`src/rtl/cm_stage_pkg.sv`:
```
// cm_stage_pkg: shared widths, FSM state enum and ROB head packet for the commit stage
package cm_stage_pkg;
  localparam int XLEN = 32;
  localparam int ROB_TAG_LEN = 5;
  localparam logic [4:0] ZERO_REG = 5'd0;
  typedef enum logic [1:0] {CM_RUN, CM_STORE_WAIT, CM_FLUSH, CM_HALTED} CM_STATE;
  typedef struct packed {
    logic                   valid;
    logic                   ready;
    logic [ROB_TAG_LEN-1:0] tag;
    logic [4:0]             dest_idx;
    logic [XLEN-1:0]        value;
    logic                   wr_mem;
    logic [XLEN-1:0]        mem_addr;
    logic [2:0]             mem_size;
    logic                   mispredict;
    logic [XLEN-1:0]        target_pc;
    logic                   halt;
    logic                   illegal;
  } ROB_HEAD_PACKET;
endpackage

```
`src/rtl/cm_store_port.sv`:
```
// cm_store_port: holds a captured store and runs the req/ack handshake while waiting
//   clk_i, rst_ni : clock, async active-low reset
//   cap_i         : capture addr_i/data_i/size_i this cycle
//   wait_i        : FSM is in STORE_WAIT
//   ack_i         : memory accepted the store
//   req_o, addr_o, data_o, size_o : store request and held fields
//   done_o        : store accepted this cycle
module cm_store_port
  import cm_stage_pkg::*;
(
  input  logic            clk_i,
  input  logic            rst_ni,
  input  logic            cap_i,
  input  logic            wait_i,
  input  logic [XLEN-1:0] addr_i,
  input  logic [XLEN-1:0] data_i,
  input  logic [2:0]      size_i,
  input  logic            ack_i,
  output logic            req_o,
  output logic [XLEN-1:0] addr_o,
  output logic [XLEN-1:0] data_o,
  output logic [2:0]      size_o,
  output logic            done_o
);
  logic [XLEN-1:0] addr_q, data_q;
  logic [2:0]      size_q;
  always_ff @(posedge clk_i or negedge rst_ni) begin
    if (!rst_ni) begin
      addr_q <= '0;
      data_q <= '0;
      size_q <= '0;
    end else if (cap_i) begin
      addr_q <= addr_i;
      data_q <= data_i;
      size_q <= size_i;
    end
  end
  assign req_o  = wait_i;
  assign done_o = wait_i & ack_i;
  assign addr_o = addr_q;
  assign data_o = data_q;
  assign size_o = size_q;
endmodule

```
`src/rtl/cm_stage.sv`:
```
// cm_stage: in-order commit stage retiring the ROB head (writeback, maptable clear, stores, flush, halt)
//   clock, reset (async active-low)
//   head_* : ROB head entry fields
//   retire, wb_reg_wr_*_out, mt_clear_* : same-cycle retirement effects
//   mem_st_* : store request/ack port with registered fields
//   flush, flush_pc : registered one-cycle mispredict redirect
//   halt_out : sticky halt
//   retired_count : retire counter, present only with CM_RETIRE_COUNT_EN defined
module cm_stage
  import cm_stage_pkg::*;
(
  input  logic                   clock,
  input  logic                   reset,
  input  logic                   head_valid,
  input  logic                   head_ready,
  input  logic [ROB_TAG_LEN-1:0] head_tag,
  input  logic [4:0]             head_dest_idx,
  input  logic [XLEN-1:0]        head_value,
  input  logic                   head_wr_mem,
  input  logic [XLEN-1:0]        head_mem_addr,
  input  logic [2:0]             head_mem_size,
  input  logic                   head_mispredict,
  input  logic [XLEN-1:0]        head_target_pc,
  input  logic                   head_halt,
  input  logic                   head_illegal,
  output logic                   retire,
  output logic                   wb_reg_wr_en_out,
  output logic [4:0]             wb_reg_wr_idx_out,
  output logic [XLEN-1:0]        wb_reg_wr_data_out,
  output logic                   mt_clear_en,
  output logic [4:0]             mt_clear_idx,
  output logic [ROB_TAG_LEN-1:0] mt_clear_tag,
  output logic                   mem_st_req,
  output logic [XLEN-1:0]        mem_st_addr,
  output logic [XLEN-1:0]        mem_st_data,
  output logic [2:0]             mem_st_size,
  input  logic                   mem_st_ack,
  output logic                   flush,
  output logic [XLEN-1:0]        flush_pc,
  output logic                   halt_out
`ifdef CM_RETIRE_COUNT_EN
  ,
  output logic [63:0]            retired_count
`endif
);
  ROB_HEAD_PACKET head;
  CM_STATE state_q, state_d;
  logic flush_q, flush_d;
  logic [XLEN-1:0] flush_pc_q, flush_pc_d;
  logic commit, st_cap, st_done, wr;
  assign head = '{valid: head_valid, ready: head_ready, tag: head_tag, dest_idx: head_dest_idx,
                  value: head_value, wr_mem: head_wr_mem, mem_addr: head_mem_addr,
                  mem_size: head_mem_size, mispredict: head_mispredict,
                  target_pc: head_target_pc, halt: head_halt, illegal: head_illegal};
  assign commit = head.valid & head.ready;
  cm_store_port u_store (
    .clk_i  (clock),
    .rst_ni (reset),
    .cap_i  (st_cap),
    .wait_i (state_q == CM_STORE_WAIT),
    .addr_i (head.mem_addr),
    .data_i (head.value),
    .size_i (head.mem_size),
    .ack_i  (mem_st_ack),
    .req_o  (mem_st_req),
    .addr_o (mem_st_addr),
    .data_o (mem_st_data),
    .size_o (mem_st_size),
    .done_o (st_done)
  );
  always_ff @(posedge clock or negedge reset) begin
    if (!reset) begin
      state_q    <= CM_RUN;
      flush_q    <= 1'b0;
      flush_pc_q <= '0;
    end else begin
      state_q    <= state_d;
      flush_q    <= flush_d;
      flush_pc_q <= flush_pc_d;
    end
  end
  // Register write and maptable clear only accompany a non-store retire from RUN.
  always_comb begin
    state_d    = state_q;
    retire     = 1'b0;
    wr         = 1'b0;
    st_cap     = 1'b0;
    flush_d    = 1'b0;
    flush_pc_d = flush_pc_q;
    case (state_q)
      CM_RUN: if (commit) begin
        if (head.illegal) state_d = CM_HALTED;
        else if (head.wr_mem) begin
          st_cap  = 1'b1;
          state_d = CM_STORE_WAIT;
        end else begin
          retire = 1'b1;
          wr     = head.dest_idx != ZERO_REG;
          if (head.halt) state_d = CM_HALTED;
          else if (head.mispredict) begin
            flush_d    = 1'b1;
            flush_pc_d = head.target_pc;
            state_d    = CM_FLUSH;
          end
        end
      end
      CM_STORE_WAIT: if (st_done) begin
        retire  = 1'b1;
        state_d = CM_RUN;
      end
      CM_FLUSH: state_d = CM_RUN;
      default: state_d = CM_HALTED;
    endcase
  end
  assign wb_reg_wr_en_out   = wr;
  assign wb_reg_wr_idx_out  = wr ? head.dest_idx : 5'd0;
  assign wb_reg_wr_data_out = wr ? head.value : '0;
  assign mt_clear_en        = wr;
  assign mt_clear_idx       = wr ? head.dest_idx : 5'd0;
  assign mt_clear_tag       = wr ? head.tag : '0;
  assign flush              = flush_q;
  assign flush_pc           = flush_pc_q;
  assign halt_out           = state_q == CM_HALTED;
`ifdef CM_RETIRE_COUNT_EN
  logic [63:0] count_q;
  always_ff @(posedge clock or negedge reset) begin
    if (!reset) count_q <= '0;
    else if (retire) count_q <= count_q + 64'd1;
  end
  assign retired_count = count_q;
`endif
endmodule

```
`config.mk`:
```
export PLATFORM = sky130hd
export DESIGN_NAME = cm_stage
export DESIGN_NICKNAME = d
export VERILOG_FILES = /design/src/rtl/cm_stage_pkg.sv /design/src/rtl/cm_store_port.sv /design/src/rtl/cm_stage.sv
export SDC_FILE = /design/constraint.sdc
export NUM_CORES = 1
export LEC_CHECK = 0
export ABC_AREA = 1
export BUFFER_PORTS_ARGS = -buffer_cell sky130_fd_sc_hd__buf_2
export CORE_MARGIN = 2
export CORE_UTILIZATION = 43
export CTS_BUF_LIST = sky130_fd_sc_hd__clkbuf_16
export DETAILED_ROUTE_END_ITERATION = 12
export GPL_TIMING_DRIVEN = 1
export PLACE_DENSITY_LB_ADDON = 0.1
export RECOVER_POWER = 25
export SYNTH_ARGS = -nofsm -noshare
export SYNTH_HDL_FRONTEND = slang
export SYNTH_SLANG_ARGS = --single-unit
```
`constraint.sdc`:
```
create_clock -name clock -period 1.9 [get_ports clock]
set_clock_uncertainty 0.1 [all_clocks]
set_input_delay 0.285 -clock clock [delete_from_list [all_inputs] [get_ports clock]]
set_output_delay 0.285 -clock clock [all_outputs]
set_load 0.05 [all_outputs]
```
### Yosys cells after proc, flatten, opt, wreduce, memory -nomap -nowiden

Cells that the tools add are included.

* register bits after elaboration: 102
* logic and storage cells: 50

* muxes and demuxes: 29
* bitwise gates (word level): 5
* equal/unequal tests: 6
* reductions and logical operators: 4

Operators with widths (number)
* 32-bit 2-to-1 mux: 1
* 1-bit 2-to-1 mux: 18
* 2-bit 2-to-1 mux: 6
* 5-bit 2-to-1 mux: 2
* 2-bit case mux with 3 select lines: 1
* 6-bit AND reduction: 1
* 5-bit != test (second input constant): 1
* 5-bit nonzero test: 1
* 2-bit equality test (second input constant): 2
* 2-bit != test (second input constant): 2
* 1-bit NOT: 3
* 3-bit AND reduction: 1
* 1-bit bitwise AND: 2
* 2-bit by 1-bit equality test with 1-bit output (second input constant): 1
* 2-bit zero test: 1
* 1-bit case mux with 2 select lines: 1

### Longest topological paths before layout

Gate-level depths: netlist of run 1.

* depth in word-level cells: 6
* mapped depth: 10
* mapped depth without buffers: 8

### Cells and area by module

From an unflattened synthesis of run 1, not the netlist that was laid out.

* cell total of the unflattened synthesis: 564
* area, all modules: 4501.8 µm²

Modules (own cells, without submodules)
* cm_store_port: area an instance 2561.2 µm², cells an instance 287, seq. area each 1676.6 µm², instances 1
* cm_stage: area an instance 1940.6 µm², cells an instance 277, seq. area each 875.8 µm², instances 1

### Least setup slack after synthesis of run 1

OpenSTA, ideal clock, no wires.

* path kind: reg2out
* start point: register state_q[0]
* end point: output port wb_reg_wr_idx_out[2]
* stages on the path, launching flop included: 11
* path slack: -767 ps
* required time: 1515 ps
* path buffers: 2
* arrival: 2282 ps
* path through: dfrtp_1 -> inv_1 -> ha_1 -> nand3_2 -> inv_2 -> nand2_1 -> inv_2 -> nand2_4 -> buf_6 -> nor2_1 -> buf_4

* word-level cells in the longest chain between the ends: 3

Ends and longest elaborated chain
* start: declaration: line cm_stage.sv:47 `CM_STATE state_q, state_d;`
* start signal: assignment: line cm_stage.sv:77 `state_q <= state_d;`
* 2-bit zero test: line cm_stage.sv:90 `case (state_q)`
* 1-bit 2-to-1 mux: line cm_stage.sv:90
* 5-bit 2-to-1 mux
* end: declaration: line cm_stage.sv:28 `output logic [4:0] wb_reg_wr_idx_out,`

No other way between the ends.

### Worst setup path after layout of run 1

* start point: register state_q[1]
* end point: output port mt_clear_idx[2]

* word-level cells in the longest chain between the ends: 3

Ends and longest elaborated chain
* 2-bit zero test: line cm_stage.sv:90
* 1-bit 2-to-1 mux: line cm_stage.sv:90
* 5-bit 2-to-1 mux: line cm_stage.sv:119 `assign mt_clear_idx = wr ? head.dest_idx : 5'd0;`
* end: declaration: line cm_stage.sv:31 `output logic [4:0] mt_clear_idx,`

No other way between the ends.

==> results of run 1 <==
kinds of logic (layout without fill, tap and decap cells):
family,after synthesis,after routing,synth area share
AND/OR/NAND/NOR,238,238,0.212
AO/OA/AOI/OAI,67,67,0.0755
buffers and inverters,117,398,0.129
adder cells (fa/ha/maj),3,3,0.00845
flip-flops,102,102,0.575
synthesized netlist by cell type:
| cell | number |
|---|---|
| buf_6 | 14 |
| nand2_1 | 182 |
| inv_2 | 2 |
| nor3_4 | 1 |
| nand3_1 | 3 |
| buf_2 | 5 |
| inv_1 | 85 |
| buf_4 | 6 |
| dfrtp_1 | 102 |
| nand3_4 | 1 |
| nand3_2 | 1 |
| nand4_1 | 1 |
| nand2_4 | 1 |
| or2_2 | 1 |
| ha_1 | 3 |
| o21ai_1 | 67 |
| nor2_1 | 47 |
| clkbuf_1 | 5 |
critical path, stage by stage (launching register included):
cell and delay (ns):
dfrtp_1 0.39, inv_2 0.08, ha_4 0.14, nand3_4 0.08, inv_4 0.07, nand2_4 0.05
inv_4 0.08, nand2_8 0.10, buf_12 0.18, nor2_4 0.14, buf_8 0.17
through the flow:
stage               setup TNS [ns]  hold WS [ns]
floorplan                    -1.91        -0.111
global placement                 0        0.0955
detailed placement               0         0.103
CTS                         -11.72        0.0275
global route                -17.09        0.0355
finish                      -11.69        0.0345
final timing paths:
check / slack, ns / endpoint / cells past startpoint
setup / recovery: -0.30 / mt_clear_idx[2] / 10
hold reg to reg: 0.37 / flush_pc[22] / 2
min in group asynchronous: 0.38 / flush_pc[2] / 2
max in group asynchronous: 0.42 / u_store.addr_o[16] / 3
setup reg to reg: 0.17 / u_store.data_o[12] / 10
hold / removal: 0.03 / flush_pc[13] / 3
what timing repair did:
item | CTS | global route
hold buffers | 1 | 0
gates cloned | 2 | 0
endpoints found under the hold margin | 21 | 0
endpoints found under the setup margin | 50 | 51
setup buffers | 6 | 3
resized for setup | 121 | 22
pin swaps | 6 | 1
flip-flops by register name, summed over array words and instances (netlist names):
signal / count
flush: 1
flush_pc: 32
state_q: 2
u_store.addr_o: 32
u_store.data_o: 32
u_store.size_o: 3
final cells by class:
class,instances,area (sq um)
well taps,136,170
clock inverters,7,73.8
repair buffers,295,2040
multi-input cells,308,1650
flip-flops and latches,102,2550
clock buffers,9,225
fillers,818,3130
inverters,87,335
power by group:
group | internal [mW] | switching [mW] | leakage, nW
clock | 1.03 | 0.813 | 0.146
combinational | 0.106 | 0.149 | 2.61
sequential | 2.17 | 0 | 1.42
total | 3.30 | 0.962 | 4.17
per-layer routing:
layer | vias up | global-route usage | share of wire
li1 | 2116 | - | -
met1 | 1966 | 0.288 | 0.39
met2 | 182 | 0.420 | 0.51
met3 | 26 | 0.0513 | 0.074
met4 | 0 | 0.0930 | 0.026
met5 | - | 0 | 0
==> impl_metrics.py, run 1 <==
metrics = {
    "detailed_routing": {
        "vias": 4290,
        "postRouteAntennaNets": 0,
        "wl_um": 13200,
        "dr.pass1.iters": 4,
        "vias_per_cell": 4.54,
        "drt_iter0_markers": 288,
        "drt-wirelength-per-cell_um": 14.0,
        "drc": 0,
    },
    "clock_tree": {
        "cts_tree": "built",
        "htree_num_levels": 3,
        "clkSinkCount": 102,
        "cts_buffers": 9,
        "max-clock-path-buffers": 2,
        "cts_root_buf": "clkbuf_16",
        "clk-insertion-delay-late_ns": 0.33,
        "path_clk_slew_ns": 0.07,
    },
    "outcome": {
        "failed_checks": "negative setup slack",
        "status": "complete, but fails checks",
    },
    "cells_and_area": {
        "layout_common_cells": "buf_2, nand2_1, dfrtp_1",
        "final_common_cell": "buf_2",
        "final_util": 0.693,
        "fin_cells": 944,
        "final_nets": 924,
        "drive_above_1_share": 0.452,
        "num_antenna_cells": 0,
        "synthToLayoutAreaGrowth_pct": 58.9,
        "final_area_sq_mm": 0.00706,
    },
    "setup_path": {
        "reg2reg_from": "state_q[1]",
        "path_max_fanout": 8,
        "cp-startpoint": "state_q[1]",
        "crit_path_start_kind": "flip-flop",
        "path_class": "reg -> out",
        "critical_path_required_ns": 1.51,
        "end_kind": "output port",
        "crit_arrival_ns": 1.81,
    },
    "floorplan": {
        "dieArea_sq_mm": 0.0112,
        "die_w_um": 106,
        "die_h_um": 106,
        "start_util": 0.436,
        "io_pins": 270,
        "core.rowCount": 37,
        "core_sq_mm": 0.0102,
    },
    "synthesis": {
        "yosysSeqAreaShare": 0.575,
        "synth_cell_type_count": 18,
        "syn_inst": 527,
        "synthTopCellsByArea": "dfrtp_1, nand2_1, o21ai_1",
        "synth.net_count": 648,
        "synth_top_area_frac": 0.575,
        "syn_area_per_cell_sq_um": 8.43,
        "syn-cell-area_sq_mm": 0.00444,
        "synth-seq-cells": 102,
        "yosys_warnings": 0,
        "yosys.area.top_type": "dfrtp_1",
    },
    "timing": {
        "rsz0062_at_grt": "yes",
        "tightestPinTransition_ns": 0.587,
        "slew_headroom": 0.609,
        "clock.fmax_mhz": 455,
        "finalSetupViolations": 50,
        "period_minus_slack_ns": 2.20,
        "slew_viol_final": 0,
        "layout_setup_ws_ns": -0.298,
        "period_share": 1.16,
        "hold_viol_final": 0,
    },
    "placement": {
        "dp_cells": 918,
        "gp_congestion": 0.756,
        "placed_area_sq_mm": 0.00616,
        "portBuffers": 269,
        "dp_hpwl_um": 9180,
        "dp_slack_ns": 0.00802,
    },
    "global_routing": {
        "grt_use_total": 0.240,
        "overflow": 0,
        "grt_pass1_wl_um": 21000,
        "antenna_found_initial": 0,
        "grt_pass1_vias": 4370,
        "grt_max_degree": 77,
    },
    "power": {
        "power.density_mw_per_mm2": 604,
        "power.leakage_nw": 4.17,
        "ir_worst_vdd_v": 0.000366,
        "total_power_mw": 4.26,
    },
    "min_path": {
        "hold_path.startpoint": "head_target_pc[13]",
        "hold_class": "in -> reg",
    },
    "job": {
        "cap_violations": 0,
    },
}
No activity file was read; power rests on OpenSTA's default activity.
==> run 2, diff against run 1 <==
--- a/config.mk
+++ b/config.mk
@@ -7,10 +7,10 @@
 export LEC_CHECK = 0
 export ABC_AREA = 1
 export BUFFER_PORTS_ARGS = -buffer_cell sky130_fd_sc_hd__buf_2
-export CORE_MARGIN = 2
-export CORE_UTILIZATION = 43
+export CORE_AREA = 2 2 104 106
 export CTS_BUF_LIST = sky130_fd_sc_hd__clkbuf_16
 export DETAILED_ROUTE_END_ITERATION = 12
+export DIE_AREA = 0 0 106 108
 export GPL_TIMING_DRIVEN = 1
 export PLACE_DENSITY_LB_ADDON = 0.1
 export RECOVER_POWER = 25
==> constraint.sdc (replaced) <==
create_clock -name clock -period 2.78 [get_ports clock]
set_clock_uncertainty 0.1 [all_clocks]
set_input_delay 0.417 -clock clock [delete_from_list [all_inputs] [get_ports clock]]
set_output_delay 0.417 -clock clock [all_outputs]
set_load 0.05 [all_outputs]
==> run 2 against run 1 <==
  * The flow now finishes without violations
  * Clock power down 30%
  * Register-to-register slack better by 0.81 ns
  * Non-clock buffer count down 20
  * Sequential power down 32%
  * Setup slack better by 0.47 ns
  * Worst hold slack better by 0.13 ns
  * Combinational power down 39%
  * First-iteration DRC count down 11%
  * Critical path depth down 1
  * Utilization down 9.1 points
  * Clock-buffer cell count unchanged
  * Flip-flop and latch count unchanged
  * Largest power group unchanged
==> impl_metrics.py, run 2 (synthesis results as in run 1) <==
metrics = {
    "outcome": {
        "status": "finished, final reports clean",
    },
    "cells_and_area": {
        "fill_cells": 982,
        "synthToLayoutAreaGrowth_pct": 38.7,
        "final_common_cell": "buf_2",
        "final_area_sq_mm": 0.00616,
        "drive_above_1_share": 0.329,
        "final_nets": 904,
        "fin_cells": 923,
        "layout_common_cells": "buf_2, nand2_1, dfrtp_1",
        "num_antenna_cells": 0,
        "final_util": 0.602,
    },
    "min_path": {
        "min_to": "flush_pc[12]",
        "whs_path_depth": 3,
        "hold_path.startpoint": "head_target_pc[12]",
        "hold_class": "in -> reg",
    },
    "clock_tree": {
        "cts_setup_buffers": 0,
        "htree_num_levels": 3,
        "path_clk_slew_ns": 0.07,
        "clk-insertion-delay-late_ns": 0.34,
        "cts_tree": "built",
        "cts_buffers": 9,
        "clkSinkCount": 102,
        "max-clock-path-buffers": 2,
        "cts_root_buf": "clkbuf_16",
    },
    "detailed_routing": {
        "dr.pass1.iters": 6,
        "wl_um": 11900,
        "postRouteAntennaNets": 0,
        "vias_per_cell": 4.46,
        "drt_iter0_markers": 256,
        "vias": 4113,
        "drc": 0,
        "drt-wirelength-per-cell_um": 12.9,
    },
    "timing": {
        "finalSetupViolations": 0,
        "tightestPinTransition_ns": 1.10,
        "finalSetupTns_ns": 0,
        "slew_viol_final": 0,
        "period_minus_slack_ns": 2.61,
        "period_share": 0.937,
        "slew_headroom": 0.266,
        "hold_viol_final": 0,
        "clock.fmax_mhz": 384,
        "rsz0062_at_grt": "yes",
        "layout_setup_ws_ns": 0.175,
        "whs_ns": 0.169,
    },
    "power": {
        "p_sw_uw": 603,
        "internal_power_mw": 2.33,
        "comb_power_share": 0.053,
        "power.density_mw_per_mm2": 476,
        "total_power_mw": 2.93,
        "ir_worst_vdd_v": 0.000349,
        "p_clk_frac": 0.441,
        "power.leakage_nw": 3.81,
        "seqPwrFrac": 0.506,
        "switching_share": 0.206,
    },
    "placement": {
        "placed_area_sq_mm": 0.00578,
        "dp_hpwl_um": 8870,
        "gp_congestion": 0.824,
        "dp_slack_ns": 0.328,
        "portBuffers": 269,
        "dp_cells": 907,
    },
    "setup_path": {
        "reg2reg_from": "state_q[0]",
        "ff2ff_setup_slack_ns": 0.98,
        "critical_path_required_ns": 2.26,
        "crit_arrival_ns": 2.09,
        "crit_path_start_kind": "flip-flop",
        "path_max_fanout": 41,
        "end_kind": "output port",
        "path_class": "reg -> out",
        "r2r_cells": 8,
        "regToRegEndpoint": "u_store.addr_o[8]",
    },
    "global_routing": {
        "antenna_found_initial": 0,
        "grt_pass1_wl_um": 18500,
        "overflow": 0,
        "grt_pass1_vias": 3885,
        "grt_max_degree": 85,
        "grt_use_total": 0.206,
    },
    "floorplan": {
        "core.rowCount": 37,
        "die_h_um": 108,
        "io_pins": 270,
        "start_util": 0.434,
        "dieArea_sq_mm": 0.0114,
        "core_sq_mm": 0.0102,
        "die_w_um": 106,
    },
    "job": {
        "cap_violations": 0,
    },
}
==> run 2: cell count changes in the layout (fill, tap and decap cells not counted), moves of 9 or more <==
| cell | delta |
|---|---|
| nor2_1 | +39 |
| buf_6 | -38 |
| clkbuf_1 | +38 |
| nor2_4 | -37 |
| buf_2 | -28 |
| clkbuf_4 | +20 |
| buf_8 | -16 |
| buf_4 | +9 |
==> run 2: area by class of cell <==
class                   instances  area (sq um)  area share
clock buffers                   9           225      0.0366
clock inverters                 6          78.8      0.0128
inverters                      87           327      0.0530
multi-input cells             308          1330       0.216
flip-flops and latches        102          2550       0.414
well taps                     136           170      0.0276
repair buffers                275          1470       0.239
==> run 2: repair_timing <==
item	in CTS	in global routing
hold endpoints to repair	41	0
gates resized for setup	4	58
setup endpoints to repair	6	45
hold buffers	1	0
==> run 2: power by group through the flow <==
stage                     sequential [mW]  combinational, mW  clock [mW]
after CTS                            1.48              0.158        1.34
after global placement               1.51              0.155           0
after detailed placement             1.51              0.155           0
after global routing                 1.48              0.177        1.38
final                                1.48              0.155        1.29
after floorplan                      1.51             0.0308           0
==> run 2: per-layer routing <==
metal	track usage	up-vias	share of wire
met5	0	-	0
met4	0.0827	0	0.020
met3	0.0482	18	0.081
met2	0.355	175	0.49
met1	0.250	1842	0.40
li1	-	2078	-
==> run 2: worst max-delay path, cell delays in order (launching register included) <==
cell     delay (ns)
dfrtp_1        0.42
inv_1          0.08
ha_2           0.23
nand3_2        0.11
inv_2          0.10
nand2_1        0.11
inv_2          0.12
nand2_8        0.16
nor2_2         0.18
buf_4          0.22
==> run 2: how the worst max path moves through the flow <==
stage,from,to,slack [ns],cells past startpoint
after floorplan,state_q[0],wb_reg_wr_idx_out[2],-0.02,10
after global placement,state_q[0],wb_reg_wr_idx_out[2],0.42,9
after global routing,state_q[1],wb_reg_wr_data_out[3],-0.06,9
after detailed placement,state_q[0],wb_reg_wr_idx_out[2],0.33,9
final,state_q[0],wb_reg_wr_idx_out[4],0.17,9
after CTS,state_q[0],wb_reg_wr_idx_out[2],-0.05,9
==> run 3, diff against run 2 <==
--- a/config.mk
+++ b/config.mk
@@ -9,10 +9,11 @@
 export BUFFER_PORTS_ARGS = -buffer_cell sky130_fd_sc_hd__buf_2
 export CORE_AREA = 2 2 104 106
 export CTS_BUF_LIST = sky130_fd_sc_hd__clkbuf_16
+export CTS_CLUSTER_SIZE = 8
 export DETAILED_ROUTE_END_ITERATION = 12
 export DIE_AREA = 0 0 106 108
 export GPL_TIMING_DRIVEN = 1
-export PLACE_DENSITY_LB_ADDON = 0.1
+export PLACE_DENSITY = 0.8
 export RECOVER_POWER = 25
 export SYNTH_ARGS = -nofsm -noshare
 export SYNTH_HDL_FRONTEND = slang
==> constraint.sdc (replaced) <==
create_clock -name clock -period 2.78 [get_ports clock]
set_clock_uncertainty 0.1 [all_clocks]
set_input_delay 0 -clock clock [delete_from_list [all_inputs] [get_ports clock]]
set_output_delay 0 -clock clock [all_outputs]
set_load 0.05 [all_outputs]
==> run 3 against run 2 <==
  * The flow now finishes with violations (max-capacitance violations, max-slew violations)
  * First-iteration DRC count stayed put
  * Non-clock buffer count is 104 higher
  * Global-route usage is 4.6 points higher
  * Critical path depth stayed put
  * Final cell count is 11% higher
  * Worst hold slack worse by 0.12 ns
  * Sequential power hardly changed
  * Power is 5.6% higher
  * Maximum frequency is 0.46% higher
  * Flip-flop and latch count stayed put
  * Setup slack better by 0.012 ns
  * Clock-buffer cell count stayed put
==> impl_metrics.py, run 3 (synthesis results as in run 1) <==
metrics = {
    "setup_path": {
        "crit_arrival_ns": 2.71,
        "cp_num_buf_inv": 5,
        "crit_path_start_kind": "input pin",
        "end_kind": "flip-flop",
        "crit_top_cell": "dlygate4sd3_1",
        "path_max_fanout": 2,
        "critical_path_required_ns": 2.89,
        "critPathTopFamily": "buffers and inverters",
        "path_class": "in -> reg",
        "cpMaxStageDelayCell": "dlygate4sd3_1",
        "crit_chain": "dlygate4sd3_1 -> buf_2 -> nor2_1 -> dlygate4sd3_1 -> nand3_1 -> dlygate4sd3_1 -> nand3_1 -> nand2_1 -> dlygate4sd3_1",
        "max_stage_delay_ns": 0.61,
    },
    "clock_tree": {
        "ctsResizeCount": 0,
        "max-clock-path-buffers": 2,
        "clkSinkCount": 102,
        "cts_setup_buffers": 0,
        "cts_root_buf": "clkbuf_16",
        "cts_tree": "built",
        "htree_num_levels": 3,
        "path_clk_slew_ns": 0.07,
        "cts_buffers": 9,
        "ctsHoldBuffers": 105,
        "clk-insertion-delay-late_ns": 0.33,
    },
    "job": {
        "cap_violations": 1,
    },
    "timing": {
        "slew_headroom": -0.388,
        "finalSetupViolations": 0,
        "period_minus_slack_ns": 2.59,
        "tightestPinTransition_ns": 2.08,
        "rsz0062_at_grt": "no",
        "clock.fmax_mhz": 386,
        "finalSetupTns_ns": 0,
        "slew_viol_final": 37,
        "period_share": 0.933,
        "hold_viol_final": 0,
        "whs_ns": 0.0514,
    },
    "detailed_routing": {
        "vias_per_cell": 4.51,
        "dr.pass1.iters": 4,
        "wl_um": 14700,
        "drt-wirelength-per-cell_um": 14.3,
        "vias": 4644,
        "drt_iter0_markers": 256,
        "postRouteAntennaNets": 0,
        "drc": 0,
    },
    "power": {
        "total_power_mw": 3.10,
        "power.leakage_nw": 4.20,
        "power.density_mw_per_mm2": 437,
        "ir_worst_vdd_v": 0.000341,
    },
    "global_routing": {
        "grt_pass1_vias": 4575,
        "grt_pass1_wl_um": 22600,
        "antenna_found_initial": 0,
        "grt_use_total": 0.252,
        "overflow": 0,
        "grt_max_degree": 67,
    },
    "floorplan": {
        "die_w_um": 106,
        "dieArea_sq_mm": 0.0114,
        "core.rowCount": 37,
        "core_sq_mm": 0.0102,
        "die_h_um": 108,
        "io_pins": 270,
        "start_util": 0.434,
    },
    "cells_and_area": {
        "final_nets": 1008,
        "layout_common_cells": "buf_2, nand2_1, dlygate4sd3_1",
        "final_common_cell": "buf_2",
        "fill_cells": 804,
        "drive_above_1_share": 0.271,
        "synthToLayoutAreaGrowth_pct": 59.7,
    },
    "outcome": {
        "status": "complete, but fails checks",
        "failed_checks": "max-capacitance violations, max-slew violations",
    },
    "placement": {
        "dp_hpwl_um": 8910,
        "gp_congestion": 0.809,
        "portBuffers": 269,
    },
    "min_path": {
        "hold_class": "in -> reg",
    },
}
## run 3: cell types whose count changed in the layout (fill, tap and decap cells not counted), sizes merged
cell,delta
buf,+5
clkbuf,-5
clkinv,-2
clkinvlp,+1
diode,+1
dlygate4sd3,+104
inv,+2
## run 3: where the power goes
part / internal [mW] / switching, mW
Clock: 0.792 / 0.543
Sequential: 1.48 / 0
Combinational: 0.165 / 0.114
Total: 2.44 / 0.657
## run 3: final timing paths
check                      cells past startpoint  slack [ns]        start            endpoint
min in group asynchronous                      2        0.71        reset        flush_pc[20]
hold reg to reg                                2        0.38  flush_pc[9]         flush_pc[9]
max in group asynchronous                      2        0.67        reset  u_store.data_o[21]
hold / removal                                 7        0.05   head_ready          state_q[0]
setup / recovery                               9        0.19    head_halt          state_q[1]
setup reg to reg                               7        0.36   state_q[1]          state_q[1]
## run 3: cell type report
| class | instances | area, sq um | area share |
|---|---|---|---|
| antenna | 1 | 2.50 | 0.000353 |
| clock buffer | 9 | 225 | 0.0318 |
| clock inverter | 7 | 96.3 | 0.0136 |
| inverter | 87 | 327 | 0.0460 |
| multi-input combinational | 308 | 1320 | 0.185 |
| sequential | 102 | 2550 | 0.360 |
| tap | 136 | 170 | 0.0240 |
| timing repair buffer | 379 | 2400 | 0.339 |
## run 3: tightest hold or removal path, delay by kind of cell
kind	cells	cell delay [ns]
simple gates	5	0.28
buf+inv	2	0.16
## run 3: stage by stage
stage	setup WS, ns	instances	instance area (sq um)	utilization
2_1_floorplan	0.398	527	4440	-
3_3_place_gp	0.821	907	5790	0.566
3_5_place_dp	0.776	907	5790	0.566
4_1_cts	0.300	1028	7160	0.700
5_1_grt	0.0868	1028	7090	0.693
6_report	0.187	1029	7090	0.693
## run 3: routing by layer
| layer | wire, um | GRT usage | share of wire | up-vias |
|---|---|---|---|---|
| met1 | 5590 | 0.293 | 0.38 | 2101 |
| met5 | 0 | 0 | 0 | - |
| met4 | 381 | 0.0827 | 0.026 | 0 |
| met2 | 7770 | 0.459 | 0.53 | 217 |
| li1 | - | - | - | 2288 |
| met3 | 950 | 0.0627 | 0.065 | 38 |
